$ cat src/rtl/ctrl_pkg.sv
// Shared control-bundle types, opcode constants and encodings for the RV32I pipeline control unit.
package ctrl_pkg;

    localparam logic [4:0] OP_LOAD   = 5'b00000;
    localparam logic [4:0] OP_OPIMM  = 5'b00100;
    localparam logic [4:0] OP_AUIPC  = 5'b00101;
    localparam logic [4:0] OP_STORE  = 5'b01000;
    localparam logic [4:0] OP_R      = 5'b01100;
    localparam logic [4:0] OP_LUI    = 5'b01101;
    localparam logic [4:0] OP_BRANCH = 5'b11000;
    localparam logic [4:0] OP_JALR   = 5'b11001;
    localparam logic [4:0] OP_JAL    = 5'b11011;

    localparam logic [6:0] F7_MULDIV = 7'b0000001;

    localparam logic [1:0] ALUOP_ADD    = 2'b00;
    localparam logic [1:0] ALUOP_BRANCH = 2'b01;
    localparam logic [1:0] ALUOP_FUNCT  = 2'b10;

    localparam logic [1:0] MTOREG_NONE  = 2'b00;
    localparam logic [1:0] MTOREG_ALU   = 2'b01;
    localparam logic [1:0] MTOREG_MEM   = 2'b10;
    localparam logic [1:0] MTOREG_UPPER = 2'b11;

    typedef struct packed {
        logic       branch;
        logic       mr;
        logic       mwrite;
        logic       alusrc;
        logic       regwr;
        logic       jal;
        logic       jalr;
        logic       md;
        logic [1:0] aluop;
        logic [1:0] mtoreg;
    } ctrl_t;

    localparam int unsigned CTRL_W    = $bits(ctrl_t);
    localparam ctrl_t       CTRL_NONE = '0;

    typedef enum logic [0:0] {
        MD_IDLE,
        MD_BUSY
    } md_state_t;

    function automatic logic op_uses_rs2(input logic [4:0] op);
        return (op == OP_R) || (op == OP_STORE) || (op == OP_BRANCH);
    endfunction

endpackage

$ cat src/rtl/ctrl_decoder.sv
// Combinational RV32I instruction decoder producing the control bundle and an illegal flag.
module ctrl_decoder
    import ctrl_pkg::*;
#(
    parameter bit MD_EN = 1'b1
) (
    input  logic              valid_i,
    input  logic [31:0]       instr_i,
    output logic [CTRL_W-1:0] ctrl_o,
    output logic              uses_rs2_o,
    output logic              illegal_o
);

    ctrl_t      c;
    logic       known;
    logic [4:0] op;
    logic       is_md;

    assign op    = instr_i[6:2];
    assign is_md = (instr_i[31:25] == F7_MULDIV);

    always_comb begin
        c     = CTRL_NONE;
        known = 1'b1;
        case (op)
            OP_R: begin
                if (is_md && !MD_EN) begin
                    known = 1'b0;
                end else begin
                    c.regwr  = 1'b1;
                    c.aluop  = ALUOP_FUNCT;
                    c.mtoreg = MTOREG_ALU;
                    c.md     = is_md;
                end
            end
            OP_OPIMM: begin
                c.alusrc = 1'b1;
                c.regwr  = 1'b1;
                c.aluop  = ALUOP_FUNCT;
                c.mtoreg = MTOREG_ALU;
            end
            OP_LOAD: begin
                c.mr     = 1'b1;
                c.alusrc = 1'b1;
                c.regwr  = 1'b1;
                c.mtoreg = MTOREG_MEM;
            end
            OP_STORE: begin
                c.mwrite = 1'b1;
                c.alusrc = 1'b1;
            end
            OP_BRANCH: begin
                c.branch = 1'b1;
                c.aluop  = ALUOP_BRANCH;
            end
            OP_JAL: begin
                c.jal    = 1'b1;
                c.alusrc = 1'b1;
                c.regwr  = 1'b1;
                c.mtoreg = MTOREG_ALU;
            end
            OP_JALR: begin
                c.jalr   = 1'b1;
                c.alusrc = 1'b1;
                c.regwr  = 1'b1;
                c.mtoreg = MTOREG_ALU;
            end
            OP_AUIPC: begin
                c.alusrc = 1'b1;
                c.regwr  = 1'b1;
                c.aluop  = ALUOP_FUNCT;
                c.mtoreg = MTOREG_UPPER;
            end
            OP_LUI: begin
                c.alusrc = 1'b1;
                c.regwr  = 1'b1;
                c.mtoreg = MTOREG_UPPER;
            end
            default: known = 1'b0;
        endcase
        // Compressed/reserved encodings never decode.
        if (instr_i[1:0] != 2'b11) begin
            known = 1'b0;
        end
        if (!known) begin
            c = CTRL_NONE;
        end
    end

    assign ctrl_o     = c;
    assign uses_rs2_o = known & op_uses_rs2(op);
    assign illegal_o  = valid_i & ~known;

endmodule

$ cat src/rtl/ctrl_pipe_unit.sv
// Pipelined control unit: decode in ID, control registers for EX/MEM/WB, and the
// stall/flush/mul-div hold decisions.
module ctrl_pipe_unit
    import ctrl_pkg::*;
#(
    parameter int unsigned RA_W  = 5,
    parameter bit          MD_EN = 1'b1
) (
    input  logic              clk,
    input  logic              rst_n,
    input  logic              id_valid,
    input  logic [31:0]       id_instr,
    input  logic              ex_redirect,
    input  logic              md_done,
    output logic              md_start,
    output logic              stall,
    output logic              flush,
    output logic              illegal,
    output logic [CTRL_W-1:0] ex_ctrl,
    output logic [CTRL_W-1:0] mem_ctrl,
    output logic [CTRL_W-1:0] wb_ctrl,
    output logic [RA_W-1:0]   ex_rd,
    output logic [RA_W-1:0]   mem_rd,
    output logic [RA_W-1:0]   wb_rd,
    output logic              ex_valid,
    output logic              mem_valid,
    output logic              wb_valid
);

    ctrl_t           dec_ctrl;
    logic            dec_uses_rs2;
    logic            dec_illegal;
    logic [RA_W-1:0] id_rd;
    logic [RA_W-1:0] id_rs1;
    logic [RA_W-1:0] id_rs2;

    ctrl_decoder #(
        .MD_EN(MD_EN)
    ) u_dec (
        .valid_i   (id_valid),
        .instr_i   (id_instr),
        .ctrl_o    (dec_ctrl),
        .uses_rs2_o(dec_uses_rs2),
        .illegal_o (dec_illegal)
    );

    assign id_rd  = RA_W'(id_instr[11:7]);
    assign id_rs1 = RA_W'(id_instr[19:15]);
    assign id_rs2 = RA_W'(id_instr[24:20]);

    md_state_t       md_state_q, md_state_d;
    logic            ex_valid_q, ex_valid_d;
    ctrl_t           ex_ctrl_q, ex_ctrl_d;
    logic [RA_W-1:0] ex_rd_q, ex_rd_d;
    logic            mem_valid_q, mem_valid_d;
    ctrl_t           mem_ctrl_q, mem_ctrl_d;
    logic [RA_W-1:0] mem_rd_q, mem_rd_d;
    logic            wb_valid_q, wb_valid_d;
    ctrl_t           wb_ctrl_q, wb_ctrl_d;
    logic [RA_W-1:0] wb_rd_q, wb_rd_d;

    logic load_use;
    logic stall_c, flush_c, md_start_c;
    logic id_ex_hold, id_ex_bubble, ex_mem_bubble;

    assign load_use = id_valid && ex_valid_q && ex_ctrl_q.mr && (ex_rd_q != '0) &&
                      ((ex_rd_q == id_rs1) || ((ex_rd_q == id_rs2) && dec_uses_rs2));

    always_comb begin
        md_state_d    = md_state_q;
        stall_c       = 1'b0;
        flush_c       = 1'b0;
        md_start_c    = 1'b0;
        id_ex_hold    = 1'b0;
        id_ex_bubble  = 1'b0;
        ex_mem_bubble = 1'b0;
        if (ex_redirect) begin
            // Redirect outranks everything and abandons any mul/div wait.
            flush_c      = 1'b1;
            id_ex_bubble = 1'b1;
            md_state_d   = MD_IDLE;
        end else begin
            unique case (md_state_q)
                MD_IDLE: begin
                    if (ex_valid_q && ex_ctrl_q.md) begin
                        md_start_c    = 1'b1;
                        stall_c       = 1'b1;
                        id_ex_hold    = 1'b1;
                        ex_mem_bubble = 1'b1;
                        md_state_d    = MD_BUSY;
                    end else if (load_use) begin
                        stall_c      = 1'b1;
                        id_ex_bubble = 1'b1;
                    end
                end
                MD_BUSY: begin
                    if (md_done) begin
                        md_state_d = MD_IDLE;
                    end else begin
                        stall_c       = 1'b1;
                        id_ex_hold    = 1'b1;
                        ex_mem_bubble = 1'b1;
                    end
                end
                default: md_state_d = MD_IDLE;
            endcase
        end
    end

    always_comb begin
        ex_valid_d = ex_valid_q;
        ex_ctrl_d  = ex_ctrl_q;
        ex_rd_d    = ex_rd_q;
        if (id_ex_bubble) begin
            ex_valid_d = 1'b0;
            ex_ctrl_d  = CTRL_NONE;
            ex_rd_d    = '0;
        end else if (!id_ex_hold) begin
            ex_valid_d = id_valid;
            ex_ctrl_d  = id_valid ? dec_ctrl : CTRL_NONE;
            ex_rd_d    = id_valid ? id_rd : '0;
        end

        mem_valid_d = ex_mem_bubble ? 1'b0 : ex_valid_q;
        mem_ctrl_d  = ex_mem_bubble ? CTRL_NONE : ex_ctrl_q;
        mem_rd_d    = ex_mem_bubble ? '0 : ex_rd_q;

        wb_valid_d = mem_valid_q;
        wb_ctrl_d  = mem_ctrl_q;
        wb_rd_d    = mem_rd_q;
    end

    always_ff @(posedge clk or negedge rst_n) begin
        if (!rst_n) begin
            md_state_q  <= MD_IDLE;
            ex_valid_q  <= 1'b0;
            ex_ctrl_q   <= CTRL_NONE;
            ex_rd_q     <= '0;
            mem_valid_q <= 1'b0;
            mem_ctrl_q  <= CTRL_NONE;
            mem_rd_q    <= '0;
            wb_valid_q  <= 1'b0;
            wb_ctrl_q   <= CTRL_NONE;
            wb_rd_q     <= '0;
        end else begin
            md_state_q  <= md_state_d;
            ex_valid_q  <= ex_valid_d;
            ex_ctrl_q   <= ex_ctrl_d;
            ex_rd_q     <= ex_rd_d;
            mem_valid_q <= mem_valid_d;
            mem_ctrl_q  <= mem_ctrl_d;
            mem_rd_q    <= mem_rd_d;
            wb_valid_q  <= wb_valid_d;
            wb_ctrl_q   <= wb_ctrl_d;
            wb_rd_q     <= wb_rd_d;
        end
    end

    // Control outputs stay quiet while reset is held, even with live ID/redirect inputs.
    assign stall    = stall_c & rst_n;
    assign flush    = flush_c & rst_n;
    assign md_start = md_start_c & rst_n;
    assign illegal  = dec_illegal & rst_n;

    assign ex_ctrl   = ex_ctrl_q;
    assign mem_ctrl  = mem_ctrl_q;
    assign wb_ctrl   = wb_ctrl_q;
    assign ex_rd     = ex_rd_q;
    assign mem_rd    = mem_rd_q;
    assign wb_rd     = wb_rd_q;
    assign ex_valid  = ex_valid_q;
    assign mem_valid = mem_valid_q;
    assign wb_valid  = wb_valid_q;

endmodule

$ cat config.mk
export PLATFORM = sky130hd
export DESIGN_NAME = ctrl_pipe_unit
export DESIGN_NICKNAME = d
export VERILOG_FILES = /design/src/rtl/ctrl_pkg.sv /design/src/rtl/ctrl_decoder.sv /design/src/rtl/ctrl_pipe_unit.sv
export SDC_FILE = /design/constraint.sdc
export NUM_CORES = 1
export LEC_CHECK = 0
export ABC_AREA = 1
export BUFFER_PORTS_ARGS = -buffer_cell sky130_fd_sc_hd__buf_2
export CORE_UTILIZATION = 48
export CTS_CLUSTER_DIAMETER = 150
export CTS_CLUSTER_SIZE = 40
export DETAILED_ROUTE_END_ITERATION = 6
export GPL_TIMING_DRIVEN = 0
export HOLD_SLACK_MARGIN = 0.03
export PLACE_DENSITY = 0.79
export SLEW_MARGIN = 20
export SYNTH_ARGS = -nofsm -noshare
export SYNTH_HDL_FRONTEND = slang
export SYNTH_HIERARCHICAL = 1
export SYNTH_SLANG_ARGS = --single-unit
$ cat constraint.sdc
create_clock -name clk -period 1.7 [get_ports clk]
set_input_delay 0.085 -clock clk [delete_from_list [all_inputs] [get_ports clk]]
set_output_delay 0.085 -clock clk [all_outputs]
set_load 0.01 [all_outputs]
==> flow_summary.json <==
{
  "netlist_top_cells_count": "81 x nand2_1, 55 x dfrtp_1, 43 x nor2_1, 42 x inv_1, 24 x nand3_1",
  "cts_tree": "done",
  "grt_max_degree": 59,
  "layout.nets": 431,
  "viasPerCell": 4.574,
  "multi_input_area_um2": 825.8,
  "antenna_cells": 0,
  "grt_overflow": 0,
  "critPathCaptureType": "output port",
  "yosysWarnings": 6,
  "place_ws_ps": -357.9,
  "fin_ws_ps": 24.84,
  "p_total_mw": 2.333,
  "post-route-drc-count": 0,
  "arrival_ps": 1590,
  "rr_worst_depth": 7,
  "rows": 25,
  "max_freq_mhz": 597.0,
  "hp-class": "in2async",
  "synth-edff-count": 0,
  "dp_hpwl_um": 3667,
  "core_um2": 4755,
  "drt_iter0_drc": 113,
  "netlist_top_cells_area": "dfrtp_1 58%, nand2_1 13%, nor2_1 6.8%",
  "violations": "negative hold slack",
  "nFillCells": 402,
  "synth.most_common_cell": "nand2_1",
  "hold_violations": 55,
  "routed_wirelength_um": 5084,
  "cts_made_buffers": 5,
  "synth_top_area_frac": 0.5765,
  "htreeDepth": 2,
  "ys.flop_type": "dfrtp_1",
  "die_area_um2": 5260,
  "worst-r2r-setup-slack_ps": 130,
  "crit_fanout": 6,
  "rsz0062_at_grt": "true",
  "drtPass1Iterations": 4,
  "root_buffer": "clkbuf_8",
  "syn_nets": 319,
  "ys_ff_latch": 55,
  "final_core_util": 0.6771,
  "required_ps": 1620,
  "vias": 2113,
  "io_buffers": 91,
  "ys_seq_area_frac": 0.5765,
  "tightestPinTransition_ps": 698.8,
  "layout.cells.non_filler": 462,
  "setup.worst_path.start_class": "input port",
  "relSlewSlack": 0.5341,
  "async_flop_share": 1.000,
  "r2r-start": "ex_valid",
  "cts.clk_slew.worst_paths_ps": 90,
  "fp.dieH_um": 72.53,
  "synth.cell_area_um2": 2387,
  "areaGrowthSynthToFinish_pct": 34.85,
  "grt_pass1_vias": 1844,
  "slew_viol_final": 0,
  "drive_above_1_share": 0.3646,
  "peakVddDrop_mv": 0.3204,
  "post_dp_cell_area_um2": 2929,
  "synth_area_leader_cell": "dfrtp_1",
  "stdcell_area_um2": 3219,
  "wl_per_cell_um": 11.00,
  "clock_skew_ps": 3.951,
  "dp.cells": 440,
  "ys_types": 25,
  "finalSetupViolCount": 0,
  "io_pins": 95,
  "place_congestion": 0.8877,
  "clock_latency_ps": 300,
  "min_period_ps": 1675,
  "ant_nets": 0,
  "timing.final.crit_share": 0.9854,
  "start_util": 0.5021,
  "clockBufferDepth": 2,
  "die_x_um": 72.53,
  "status": "finished, violations left",
  "hold_ws_ps": -176.7,
  "cellLeakagePower_nw": 1.942,
  "ctsHoldBuffers": 5,
  "grt_pass1_wl_um": 8114,
  "syn_avg_cell_area_um2": 8.466,
  "synthCells": 282,
  "r2r_end": "ex_ctrl[8]",
  "p_per_area_nw_per_um2": 724.7,
  "cts_num_sinks": 55,
  "grt_usage": 0.2001,
  "antenna_found_initial": 0,
  "critPathKind": "in2out",
  "cap_violations": 0,
  "seqCellArea_um2": 1380
}
[routing by layer]
layer | vias to the layer above | wire [µm] | global-route usage
met5 | - | 0 | 0
met4 | 0 | 94 | 0.08497
met3 | 10 | 257 | 0.04028
met2 | 63 | 2544 | 0.3323
met1 | 964 | 2188 | 0.2553
li1 | 1076 | - | -
[through the flow]
step | hold slack (ps) | TNS [ps]
floorplan | -210.6 | 0
global placement | 309.7 | -4352
detailed placement | 173.4 | -4933
CTS | -160.0 | 0
global route | -114.2 | -107.3
finish | -176.7 | 0
[cell usage in the layout (no fill, tap or decap), types with 2 or more instances in the layout]
cell           instances
buf_2                 87
nand2_1               78
dfrtp_1               52
inv_1                 39
nor2_1                38
nand3_1               23
buf_4                 15
inv_2                  8
clkbuf_8               6
dlygate4sd3_1          5
nor2_4                 4
buf_6                  4
nor3_1                 4
nor2_2                 3
nand2_2                3
o21ai_0                3
dfrtp_2                3
nand3_2                2
nor4_1                 2
a21oi_1                2
[cell type report]
cell class                 count  area share
sequential                    55      0.4287
multi-input combinational    173      0.2565
timing repair buffer         105      0.1854
inverter                      47     0.05480
clock buffer                   7     0.02682
tap                           67     0.02604
buffer                         7     0.01904
clock inverter                 1    0.002721
[worst max-delay path: stages]
cell     delay, ps
buf_4          110
nand2_1         70
nor2_2         130
nand2_1        100
nand2_2         90
nor2_1          60
nand3_2         80
nand2_4         60
nor2_4         100
nand2_1         60
nor2_2         100
nand3_1         80
nand2_2        110
nand3_2         80
a21oi_2        110
buf_2          140
[sequential cells by signal, indices dropped and copies added (netlist names)]
register,flops
ex_ctrl,12
mem_ctrl,12
wb_ctrl,12
ex_rd,5
mem_rd,5
wb_rd,5
ex_valid,1
md_state_q,1
mem_valid,1
wb_valid,1
[where the power goes]
part	switching, mW	internal (mW)
Clock	0.395	0.334
Combinational	0.148	0.113
Sequential	0.0141	1.33
Total	0.557	1.78
[repair_timing]
| action | 4_1_cts | 5_1_grt |
|---|---|---|
| setup endpoints to repair | 7 | 2 |
| buffers inserted | 6 | 3 |
| hold endpoints to repair | 60 | 55 |
| gates resized for setup | 15 | 14 |
| pin swaps | 8 | 12 |
[worst max-delay path by stage]
stage | cells after the start | startpoint | to | slack [ps]
floorplan | 15 | id_instr[3] | ex_ctrl[1] | 110
global placement | 16 | id_instr[3] | ex_ctrl[8] | -300
detailed placement | 16 | id_instr[3] | ex_ctrl[8] | -360
CTS | 15 | id_instr[2] | stall | 5
global route | 15 | id_instr[3] | stall | -100
finish | 16 | id_instr[6] | stall | 20
[kinds of logic (layout without fill, tap and decap cells)]
group	Yosys count	count (layout)	share of synthesized area
buf+inv	54	167	0.09801
simple gates	164	164	0.3003
compound gates	8	8	0.02149
flops	55	55	0.5765
xor+xnor	1	1	0.003669
Note: power is estimated with default switching activity, not from simulation.
